### src/rtl/mem_arbiter.sv
// Arbitrates instruction-fetch and data-memory requests onto one single-port bus.
// Data wins in IDLE; every transaction ends in a one-cycle DONE that pulses the winner's ready.
module mem_arbiter #(
    parameter int TIMEOUT = 255
) (
    input  logic        clk,
    input  logic        rst,
    input  logic        flush,
    input  logic        if_req,
    input  logic [31:0] if_addr,
    output logic [31:0] if_rdata,
    output logic        if_ready,
    output logic        if_err,
    input  logic        dm_req,
    input  logic        dm_we,
    input  logic [3:0]  dm_sel,
    input  logic [31:0] dm_addr,
    input  logic [31:0] dm_wdata,
    output logic [31:0] dm_rdata,
    output logic        dm_ready,
    output logic        dm_err,
    output logic        bus_req,
    output logic        bus_we,
    output logic [3:0]  bus_sel,
    output logic [31:0] bus_addr,
    output logic [31:0] bus_wdata,
    input  logic [31:0] bus_rdata,
    input  logic        bus_ack,
    output logic        stallreq_if,
    output logic        stallreq_mem
);

    typedef enum logic [1:0] {
        IDLE  = 2'd0,
        FETCH = 2'd1,
        DATA  = 2'd2,
        DONE  = 2'd3
    } state_t;

    localparam logic [7:0] TIMEOUT_CNT = 8'(TIMEOUT);

    state_t      state_q, state_d;
    logic        bus_req_q, bus_req_d;
    logic        bus_we_q, bus_we_d;
    logic [3:0]  bus_sel_q, bus_sel_d;
    logic [31:0] bus_addr_q, bus_addr_d;
    logic [31:0] bus_wdata_q, bus_wdata_d;
    logic [31:0] if_rdata_q, if_rdata_d;
    logic        if_ready_q, if_ready_d;
    logic        if_err_q, if_err_d;
    logic [31:0] dm_rdata_q, dm_rdata_d;
    logic        dm_ready_q, dm_ready_d;
    logic        dm_err_q, dm_err_d;
    logic [7:0]  wait_q, wait_d;
    logic [7:0]  wait_inc;
    logic        cancel_q, cancel_d;
    logic        cancel_now;

    assign bus_req      = bus_req_q;
    assign bus_we       = bus_we_q;
    assign bus_sel      = bus_sel_q;
    assign bus_addr     = bus_addr_q;
    assign bus_wdata    = bus_wdata_q;
    assign if_rdata     = if_rdata_q;
    assign if_ready     = if_ready_q;
    assign if_err       = if_err_q;
    assign dm_rdata     = dm_rdata_q;
    assign dm_ready     = dm_ready_q;
    assign dm_err       = dm_err_q;
    assign stallreq_if  = if_req && !if_ready_q;
    assign stallreq_mem = dm_req && !dm_ready_q;

    always_comb begin
        state_d     = state_q;
        bus_req_d   = 1'b0;
        bus_we_d    = bus_we_q;
        bus_sel_d   = bus_sel_q;
        bus_addr_d  = bus_addr_q;
        bus_wdata_d = bus_wdata_q;
        if_rdata_d  = if_rdata_q;
        if_ready_d  = 1'b0;
        if_err_d    = 1'b0;
        dm_rdata_d  = dm_rdata_q;
        dm_ready_d  = 1'b0;
        dm_err_d    = 1'b0;
        wait_d      = wait_q;
        cancel_d    = cancel_q;
        wait_inc    = wait_q + 8'd1;
        // A flush in the same cycle as the ack still cancels the fetch.
        cancel_now  = cancel_q | flush;

        case (state_q)
            IDLE: begin
                wait_d   = 8'd0;
                cancel_d = 1'b0;
                if (dm_req) begin
                    state_d     = DATA;
                    bus_req_d   = 1'b1;
                    bus_we_d    = dm_we;
                    bus_sel_d   = dm_sel;
                    bus_addr_d  = dm_addr;
                    bus_wdata_d = dm_wdata;
                end else if (if_req && !flush) begin
                    state_d     = FETCH;
                    bus_req_d   = 1'b1;
                    bus_we_d    = 1'b0;
                    bus_sel_d   = 4'b1111;
                    bus_addr_d  = if_addr;
                    bus_wdata_d = 32'h0;
                end
            end
            FETCH: begin
                cancel_d = cancel_now;
                if (bus_ack) begin
                    state_d = DONE;
                    if (!cancel_now) begin
                        if_ready_d = 1'b1;
                        if_rdata_d = bus_rdata;
                    end
                end else begin
                    wait_d = wait_inc;
                    if (wait_inc == TIMEOUT_CNT) begin
                        state_d = DONE;
                        if (!cancel_now) begin
                            if_ready_d = 1'b1;
                            if_err_d   = 1'b1;
                            if_rdata_d = 32'h0;
                        end
                    end else begin
                        bus_req_d = 1'b1;
                    end
                end
            end
            DATA: begin
                if (bus_ack) begin
                    state_d    = DONE;
                    dm_ready_d = 1'b1;
                    dm_rdata_d = bus_rdata;
                end else begin
                    wait_d = wait_inc;
                    if (wait_inc == TIMEOUT_CNT) begin
                        state_d    = DONE;
                        dm_ready_d = 1'b1;
                        dm_err_d   = 1'b1;
                        dm_rdata_d = 32'h0;
                    end else begin
                        bus_req_d = 1'b1;
                    end
                end
            end
            DONE: begin
                state_d  = IDLE;
                cancel_d = 1'b0;
            end
            default: state_d = IDLE;
        endcase
    end

    always_ff @(posedge clk) begin
        if (rst) begin
            state_q     <= IDLE;
            bus_req_q   <= 1'b0;
            bus_we_q    <= 1'b0;
            bus_sel_q   <= 4'h0;
            bus_addr_q  <= 32'h0;
            bus_wdata_q <= 32'h0;
            if_rdata_q  <= 32'h0;
            if_ready_q  <= 1'b0;
            if_err_q    <= 1'b0;
            dm_rdata_q  <= 32'h0;
            dm_ready_q  <= 1'b0;
            dm_err_q    <= 1'b0;
            wait_q      <= 8'd0;
            cancel_q    <= 1'b0;
        end else begin
            state_q     <= state_d;
            bus_req_q   <= bus_req_d;
            bus_we_q    <= bus_we_d;
            bus_sel_q   <= bus_sel_d;
            bus_addr_q  <= bus_addr_d;
            bus_wdata_q <= bus_wdata_d;
            if_rdata_q  <= if_rdata_d;
            if_ready_q  <= if_ready_d;
            if_err_q    <= if_err_d;
            dm_rdata_q  <= dm_rdata_d;
            dm_ready_q  <= dm_ready_d;
            dm_err_q    <= dm_err_d;
            wait_q      <= wait_d;
            cancel_q    <= cancel_d;
        end
    end

endmodule

### config.mk
export PLATFORM = sky130hd
export DESIGN_NAME = mem_arbiter
export DESIGN_NICKNAME = d
export VERILOG_FILES = /design/src/rtl/mem_arbiter.sv
export SDC_FILE = /design/constraint.sdc
export NUM_CORES = 1
export LEC_CHECK = 0
export CELL_PAD_IN_SITES_DETAIL_PLACEMENT = 1
export CELL_PAD_IN_SITES_GLOBAL_PLACEMENT = 2
export CORE_ASPECT_RATIO = 0.75
export CORE_MARGIN = 8
export CORE_UTILIZATION = 24
export DETAILED_ROUTE_END_ITERATION = 10
export PLACE_DENSITY_LB_ADDON = 0.12
export SKIP_CTS_REPAIR_TIMING = 1
export SLEW_MARGIN = 40
export SYNTH_ARGS = -nofsm -noshare
export SYNTH_HDL_FRONTEND = slang
export SYNTH_SLANG_ARGS = --single-unit
### constraint.sdc
create_clock -name clk -period 2.5 [get_ports clk]
set_input_delay 0.5 -clock clk [delete_from_list [all_inputs] [get_ports clk]]
set_output_delay 0.5 -clock clk [all_outputs]
set_load 0.01 [all_outputs]
### After elaboration in Yosys (flattened, before gate mapping)

Index checks and enable logic that the tools add are counted.

* equality and inequality tests: 7
* add/subtract/negate cells: 1
* reductions and logical operators: 22
* multipliers: 0
* shift operators: 0
* bitwise gates (word level): 4
* divide/modulo/power cells: 0
* $lt $le $gt $ge: 0
* muxes and demuxes: 32

Operators with widths (number)
* $mux 32: 10
* $pmux 8 s2: 1
* $mux 1: 11
* $add 8x1->8 const B: 1
* $eq 8x8->1 const B: 1
* $mux 2: 4
* $mux 4: 2
* $mux 8: 1
* $reduce_and 2->1: 4
* $reduce_bool 2->1: 4
* $reduce_or 2->1: 4
* $pmux 2 s3: 1
* $reduce_or 3->1: 2
* $eq 2x2->1 const B: 2
* $pmux 1 s2: 2
* $logic_and 1x1->1: 3
* $logic_not 1->1: 3
* $ne 3x1->1 const B: 1
* $ne 3x3->1 const B: 1
* $not 1->1: 3
* $reduce_and 3->1: 1
* $eq 2x1->1 const B: 1
* $logic_not 2->1: 1
* $ne 2x2->1 const B: 1
* $or 1x1->1: 1

* logic and storage cells: 80
* output and inout port bits: 140
* memory bits (read-only): 0
* memories: 0
* register bits after elaboration: 149
* input bits: 139
* bits in latches: 0
* RAM bits: 0

### Depth between registers and ports, before layout

Gate-level depths: netlist (run 1).

* word-level depth: 5
* gate-level depth with buffers: 9
* depth with buffers taken out: 7

### Least setup slack after synthesis (run 1)

Ideal clock, no wire load.

* kind: input-to-output
* start point: input dm_req
* end point: output stallreq_mem
* slack: 608 ps
* buffers on the path: 2
* arrival: 1392 ps
* data required time: 2000 ps
* cell stages on the path: 3
* path through: buf_2 > buf_1 > nor2b_1

* word-level cells in the longest chain between the ends: 1

Ends and longest elaborated chain
* start, declared: RTL line 14 `input logic dm_req,`
* $logic_and 1x1->1: RTL line 71 `assign stallreq_mem = dm_req && !dm_ready_q;`
* end, declared: RTL line 30 `output logic stallreq_mem`

No other way between the ends.

### Worst setup path after layout (run 1)

* start point: input if_req
* end point: output stallreq_if

* word-level cells in the longest chain between the ends: 1

Ends and longest elaborated chain
* start, declared: RTL line 9 `input logic if_req,`
* $logic_and 1x1->1: RTL line 70 `assign stallreq_if = if_req && !if_ready_q;`
* end, declared: RTL line 29 `output logic stallreq_if,`

No other way between the ends.

==> results of run 1 <==
logic make-up (layout without fill, tap and decap cells):
| family | Yosys count | count (layout) |
|---|---|---|
| compound gates | 219 | 219 |
| simple gates | 200 | 200 |
| flops | 149 | 149 |
| buf+inv | 75 | 335 |
| mux | 33 | 33 |
| fa+ha+maj | 7 | 7 |
placed cells by master (no fill, tap or decap), types with 3 or more instances in the layout:
master / Yosys / routed
sky130_fd_sc_hd__bufinv_16: 0 / 3
sky130_fd_sc_hd__nor2_1: 84 / 84
sky130_fd_sc_hd__nand3_1: 36 / 36
sky130_fd_sc_hd__inv_1: 4 / 4
sky130_fd_sc_hd__nand2_1: 44 / 44
sky130_fd_sc_hd__clkdlybuf4s50_1: 0 / 276
sky130_fd_sc_hd__clkinv_4: 0 / 5
sky130_fd_sc_hd__nor3_1: 9 / 9
sky130_fd_sc_hd__nand2b_1: 3 / 3
sky130_fd_sc_hd__a311oi_2: 30 / 30
sky130_fd_sc_hd__ha_1: 7 / 6
sky130_fd_sc_hd__a22oi_1: 65 / 65
sky130_fd_sc_hd__nor2b_1: 7 / 6
sky130_fd_sc_hd__a21oi_1: 73 / 73
sky130_fd_sc_hd__dfxtp_1: 149 / 149
sky130_fd_sc_hd__a311oi_1: 5 / 5
sky130_fd_sc_hd__inv_6: 0 / 3
sky130_fd_sc_hd__clkbuf_16: 0 / 17
sky130_fd_sc_hd__a211oi_1: 33 / 33
sky130_fd_sc_hd__buf_4: 1 / 19
sky130_fd_sc_hd__nand3b_1: 3 / 3
sky130_fd_sc_hd__mux2i_1: 33 / 33
state kept, by name, indices dropped and copies added (netlist names), 2 cells and up:
name / count
bus_addr: 32
bus_wdata: 32
dm_rdata: 32
if_rdata: 32
wait_q: 8
bus_sel: 4
state_q: 2
per-stage QoR:
stage | area [µm²] | worst slack [ns] | utilization [%] | hold WS [ns]
2_1_floorplan | 6340 | 0.608 | - | 0.473
3_3_place_gp | 9420 | 0.214 | 36.3 | 0.466
3_5_place_dp | 9420 | 0.114 | 36.3 | 0.480
4_1_cts | 10000 | 0.342 | 38.6 | 0.286
5_1_grt | 10000 | 0.218 | 38.6 | 0.292
6_report | 10000 | 0.352 | 38.6 | 0.307
power groups by stage:
stage | combinational, µW | clock, µW | sequential, µW
floorplan | 1390 | 0 | 3320
global placement | 3120 | 0 | 3140
detailed placement | 3210 | 0 | 3160
CTS | 3230 | 2790 | 3120
global route | 3460 | 2880 | 3170
finish | 3170 | 2690 | 3110
metal layers:
| layer | up-vias | track usage (%) |
|---|---|---|
| li1 | 3006 | - |
| met1 | 3054 | 17.8 |
| met2 | 128 | 27.9 |
| met3 | 23 | 4.83 |
| met4 | 0 | 4.41 |
| met5 | - | 0 |
worst min-delay path by stage:
stage,start,end,slack (ns),cells past startpoint
floorplan,wait_q[7]$_SDFFE_PP0P_,wait_q[7]$_SDFFE_PP0P_,0.47,1
global placement,if_rdata[25]$_SDFFE_PP0P_,if_rdata[25]$_SDFFE_PP0P_,0.47,2
detailed placement,if_rdata[29]$_SDFFE_PP0P_,if_rdata[29]$_SDFFE_PP0P_,0.48,2
CTS,rst,if_rdata[11]$_SDFFE_PP0P_,0.29,2
global route,rst,if_rdata[12]$_SDFFE_PP0P_,0.29,2
finish,rst,if_rdata[12]$_SDFFE_PP0P_,0.31,2
layout make-up:
class	count	area [µm²]	area share (%)
clock inverter	13	173	1.72
inverter	5	18.8	0.187
sequential	149	2980	29.7
tap	344	430	4.29
clock buffer	19	443	4.41
multi-input combinational	459	3040	30.3
timing repair buffer	298	2950	29.4
==> impl_metrics.env, run 1 <==
export IMPL_outcome="completed"
export IMPL_vias_per_cell=4.83
export IMPL_fillCellCount=2923
export IMPL_share_comb_of_total_power_pct=35.3
export IMPL_critical_path_cell_chain="clkdlybuf4s50_1 -> nor2b_1 -> clkdlybuf4s50_1"
export IMPL_drive_gt1_share_pct=9.86
export IMPL_main_combinational_cell_family_by_area_after_synthesis="compound AO/OA/AOI/OAI gates"
export IMPL_routed_wl_met2_um=13000
export IMPL_ant_nets=0
export IMPL_post_synth_cell_area_avg_um2=9.28
export IMPL_via_count=6211
export IMPL_htreeDepth=4
export IMPL_final_max_slew_viol_count=0
export IMPL_die_area_um2=31900
export IMPL_antenna_diode_count=0
export IMPL_critical_path_slowest_cell="sky130_fd_sc_hd__clkdlybuf4s50_1"
export IMPL_floorplan_io_pins=279
export IMPL_cp_required_ns=2.00
export IMPL_detailedRoute_firstPassIterationCount=4
export IMPL_seq_power_share_pct=34.7
export IMPL_number_of_flops_mapped_to_enable_cells_by_yosys=0
export IMPL_synth_ff_latch_count=149
export IMPL_ys_warnings_count=0
export IMPL_port_buffers=278
export IMPL_pwr_density_cell_nw_per_um2=893
export IMPL_gp_congestion=0.741
export IMPL_setup_worst_path_start="if_req"
export IMPL_period_share_pct=85.9
export IMPL_cts_tree="yes"
export IMPL_hold_class="in -> reg"
export IMPL_grt_setup_unrepaired="no"
export IMPL_startpoint_type="primary input"
export IMPL_yosys_area_top_type_share_pct=47.1
export IMPL_clock_latency_ns=0.42
export IMPL_worstMarginPinSlew_ns=0.684
export IMPL_cts_sinks=149
export IMPL_post_synthesis_cell_area_um2=6340
export IMPL_yosys_top_cell_by_area="sky130_fd_sc_hd__dfxtp_1"
export IMPL_synth_xor_area_share_pct=0
export IMPL_detail_route_wirelength_um=25600
export IMPL_routed_wl_met3_um=1290
export IMPL_synth_area_in_compound_gates_pct=27.1
export IMPL_initial_antenna_violation_count=0
export IMPL_drtIter0Drc=242
export IMPL_max_slew_margin_rel_pct=54.4
export IMPL_cts_root_to_sink_buffers=2
export IMPL_first_global_vias=6824
export IMPL_synth_distinct_cells=44
export IMPL_crit_top_cell="sky130_fd_sc_hd__clkdlybuf4s50_1"
export IMPL_worst_endpoint_arrival_ns=1.65
export IMPL_async_set_or_reset_register_ratio_after_synthesis_pct=0
export IMPL_grt_first_pass_wirelength_um=39500
export IMPL_placed_cells=1255
export IMPL_power_share_clock_pct=30.0
export IMPL_max_cap_viol=0
export IMPL_grt_start_max_net_pins=70
export IMPL_remaining_drcs=0
export IMPL_grt_total_usage_pct=15.6
export IMPL_placement_rows=51
export IMPL_gr_total_overflow=0
export IMPL_effective_utilization_at_floorplan_pct=24.4
export IMPL_met1Wirelength_um=10900
export IMPL_clkTransAtPathRegs_ns=0.07
export IMPL_peakVddDrop_uv=470
export IMPL_syn_nets=829
export IMPL_core_area_um2=26000
export IMPL_wl_per_cell_um=19.9
export IMPL_report_final_hold_viol_count=0
export IMPL_power_switching_uw=3010
export IMPL_end_kind="primary output"
export IMPL_fin_nets=1076
export IMPL_buffer_cell_driving_the_clock_tree_root="sky130_fd_sc_hd__clkbuf_16"
export IMPL_die_height_um=157
export IMPL_dr_max_layer_used="met4"
export IMPL_cp_top_family="buffers and inverters"
export IMPL_max_freq_ghz=0.465
export IMPL_fin_tns_setup_ns=0
export IMPL_sw_frac_of_total_pct=33.6
export IMPL_r2r_worst_path_cells=7
export IMPL_r2r_end="dm_rdata[4]$_SDFFE_PP0P_"
export IMPL_synth_area_mux_share_pct=5.21
export IMPL_timing_critical_path_depth=3
export IMPL_post_synth_top_count_cell="sky130_fd_sc_hd__dfxtp_1"
export IMPL_min_period_ns=2.15
export IMPL_path_max_fanout=2
export IMPL_cts_buffers=17
export IMPL_synth_flop_cell="sky130_fd_sc_hd__dfxtp_1"
export IMPL_r2r_setup_slack_ns=0.43
export IMPL_postSynthCellCount=683
export IMPL_skew_ns=0.00731
export IMPL_internal_power_uw=5950
export IMPL_cp_buffers_inverters=2
export IMPL_detailedPlacementHpwl_um=19300
export IMPL_relative_area_change_from_synthesis_to_final_layout_pct=58.4
export IMPL_timing_rr_start="wait_q[0]$_SDFFE_PP0P_"
export IMPL_setup_worst_path_end="stallreq_if"
export IMPL_synth_top_cells_by_count="sky130_fd_sc_hd__dfxtp_1, sky130_fd_sc_hd__nor2_1, sky130_fd_sc_hd__a21oi_1, sky130_fd_sc_hd__a22oi_1, sky130_fd_sc_hd__clkbuf_1"
export IMPL_ys_top_cells_by_area="sky130_fd_sc_hd__dfxtp_1, sky130_fd_sc_hd__a22oi_1, sky130_fd_sc_hd__a311oi_2"
export IMPL_power_static_leakage_uw=0.00345
export IMPL_die_width_um=204
export IMPL_largest_incremental_delay_on_the_critical_path_ns=0.55
export IMPL_fraction_of_the_yosys_area_taken_by_sequential_cells_pct=47.1
export IMPL_fin_cells=1287
export IMPL_yosys_area_share_adder_pct=1.38
export IMPL_synthSimpleGateAreaFrac_pct=14.1
export IMPL_timing_final_setup_violations=0
export IMPL_setup_worst_path_class="in -> out"
export IMPL_finalPower_uw=8960
(Power assumes the default switching activity.)
==> run 2: changes to the inputs <==
--- a/config.mk
+++ b/config.mk
@@ -11,7 +11,7 @@
 export CORE_MARGIN = 8
 export CORE_UTILIZATION = 24
 export DETAILED_ROUTE_END_ITERATION = 10
-export PLACE_DENSITY_LB_ADDON = 0.12
+export PLACE_DENSITY = 0.89
 export SKIP_CTS_REPAIR_TIMING = 1
 export SLEW_MARGIN = 40
 export SYNTH_ARGS = -nofsm -noshare
==> run 2 against run 1 <==
Sequential power about the same. Die area is the same. Maximum frequency decreased by 2.5%. Worst hold slack improved by 0.048 ns. First-iteration DRC count rose by 5.8%. Sequential share of layout area down 0.081 points. Final cell count increased by 0.16%. Cell area up 0.27%. Worst setup slack worse by 0.055 ns. Critical path type unchanged. Largest cell class unchanged. Highest routed layer unchanged.
==> impl_metrics.env, run 2 (same netlist as run 1, synthesis figures left out) <==
export IMPL_ant_nets=0
export IMPL_layout_cells_most_common="sky130_fd_sc_hd__clkdlybuf4s50_1"
export IMPL_fillCellCount=2927
export IMPL_end_kind="primary output"
export IMPL_report_final_hold_viol_count=0
export IMPL_worstMarginPinSlew_ns=0.628
export IMPL_remaining_drcs=0
export IMPL_port_buffers=278
export IMPL_max_freq_ghz=0.454
export IMPL_floorplan_io_pins=279
export IMPL_detail_route_wirelength_um=24500
export IMPL_buffer_cell_driving_the_clock_tree_root="sky130_fd_sc_hd__clkbuf_16"
export IMPL_effective_utilization_at_floorplan_pct=24.4
export IMPL_outcome="completed"
export IMPL_placed_cells=1256
export IMPL_fin_nets=1077
export IMPL_drtIter0Drc=256
export IMPL_grt_first_pass_wirelength_um=38100
export IMPL_detailedRoute_firstPassIterationCount=4
export IMPL_die_height_um=157
export IMPL_vias_per_cell=4.81
export IMPL_die_area_um2=31900
export IMPL_gr_total_overflow=0
export IMPL_cts_tree="yes"
export IMPL_clkTransAtPathRegs_ns=0.07
export IMPL_gp_congestion=0.732
export IMPL_grt_start_max_net_pins=70
export IMPL_drive_gt1_share_pct=9.85
export IMPL_wl_per_cell_um=19.0
export IMPL_via_count=6196
export IMPL_placement_rows=51
export IMPL_startpoint_type="primary input"
export IMPL_skew_ns=0.00768
export IMPL_r2r_worst_path_cells=6
export IMPL_timing_final_setup_violations=0
export IMPL_initial_antenna_violation_count=0
export IMPL_hold_path_depth=2
export IMPL_seq_area_um2=2980
export IMPL_power_static_leakage_uw=0.00346
export IMPL_min_period_ns=2.20
export IMPL_peakVddDrop_uv=547
export IMPL_grt_total_usage_pct=15.1
export IMPL_htreeDepth=4
export IMPL_cts_root_to_sink_buffers=2
export IMPL_cp_required_ns=2.00
export IMPL_hold_class="in -> reg"
export IMPL_commonest_cells_after_routing_fill_and_taps_aside="sky130_fd_sc_hd__clkdlybuf4s50_1, sky130_fd_sc_hd__dfxtp_1, sky130_fd_sc_hd__nor2_1"
export IMPL_core_area_um2=26000
export IMPL_pwr_density_cell_nw_per_um2=893
export IMPL_max_cap_viol=0
export IMPL_period_share_pct=88.1
export IMPL_fin_tns_setup_ns=0
export IMPL_cts_sinks=149
export IMPL_detailedPlacementHpwl_um=17500
export IMPL_path_max_fanout=2
export IMPL_cts_buffers=17
export IMPL_first_global_vias=6571
export IMPL_setup_worst_path_class="in -> out"
export IMPL_relative_area_change_from_synthesis_to_final_layout_pct=58.8
export IMPL_final_max_slew_viol_count=0
export IMPL_worst_endpoint_arrival_ns=1.70
export IMPL_combined_area_of_the_multi_input_logic_cells_um2=3040
export IMPL_max_slew_margin_rel_pct=58.2
export IMPL_grt_setup_unrepaired="no"
export IMPL_die_width_um=204
export IMPL_fin_cells=1289
export IMPL_clock_latency_ns=0.43
-- run 2: changes by cell type in the layout (fill, tap and decap cells not counted) --
cell	before	now
sky130_fd_sc_hd__diode_2	0	1
sky130_fd_sc_hd__clkinv_4	5	2
sky130_fd_sc_hd__and2_2	2	1
sky130_fd_sc_hd__and2_1	1	2
sky130_fd_sc_hd__clkbuf_8	1	0
sky130_fd_sc_hd__buf_12	2	3
sky130_fd_sc_hd__clkinv_8	0	1
sky130_fd_sc_hd__inv_8	0	2
sky130_fd_sc_hd__clkinvlp_4	1	2
-- run 2: routing by layer --
metal	wire [µm]	vias up	track usage (%)
met1	10800	3027	17.8
met3	1550	20	5.56
met4	394	0	4.55
met5	0	-	0
li1	-	3001	-
met2	11700	148	25.4
-- run 2: worst max-delay path, cell delays in order --
cell and delay (ns):
sky130_fd_sc_hd__clkdlybuf4s50_1 0.51, sky130_fd_sc_hd__nor2b_1 0.15, sky130_fd_sc_hd__clkdlybuf4s50_1 0.55
-- run 2: worst paths after layout --
kind,startpoint,end,slack (ns)
worst max-delay path,if_req,stallreq_if,0.30
worst min-delay path,rst,wait_q[5]$_SDFFE_PP0P_,0.36
worst max register to register,wait_q[2]$_SDFFE_PP0P_,if_rdata[27]$_SDFFE_PP0P_,0.41
worst min register to register,if_rdata[6]$_SDFFE_PP0P_,if_rdata[6]$_SDFFE_PP0P_,0.49
-- run 2: area by class of cell --
| class | count | area share, % |
|---|---|---|
| sequential | 149 | 29.6 |
| clock buffer | 18 | 4.26 |
| antenna | 1 | 0.0249 |
| clock inverter | 14 | 1.91 |
| timing repair buffer | 299 | 29.5 |
| inverter | 5 | 0.186 |
| tap | 344 | 4.28 |
| multi-input combinational | 459 | 30.2 |
-- run 2: per-stage QoR --
| stage | util, % | instance area [µm²] | worst slack [ns] | total power, µW | hold slack (ns) |
|---|---|---|---|---|---|
| after floorplan | - | 6340 | 0.608 | 4710 | 0.473 |
| after global placement | 36.3 | 9440 | 0.250 | 6270 | 0.463 |
| after detailed placement | 36.3 | 9440 | 0.210 | 6340 | 0.480 |
| after CTS | 38.7 | 10100 | 0.289 | 9150 | 0.328 |
| after global routing | 38.7 | 10100 | 0.189 | 9520 | 0.347 |
| final | 38.8 | 10100 | 0.296 | 8990 | 0.355 |
-- run 2: power by group --
group          switching (µW)  internal (µW)  total (µW)
sequential                263           2830        3090
clock                    1130           1600        2740
combinational            1630           1530        3160
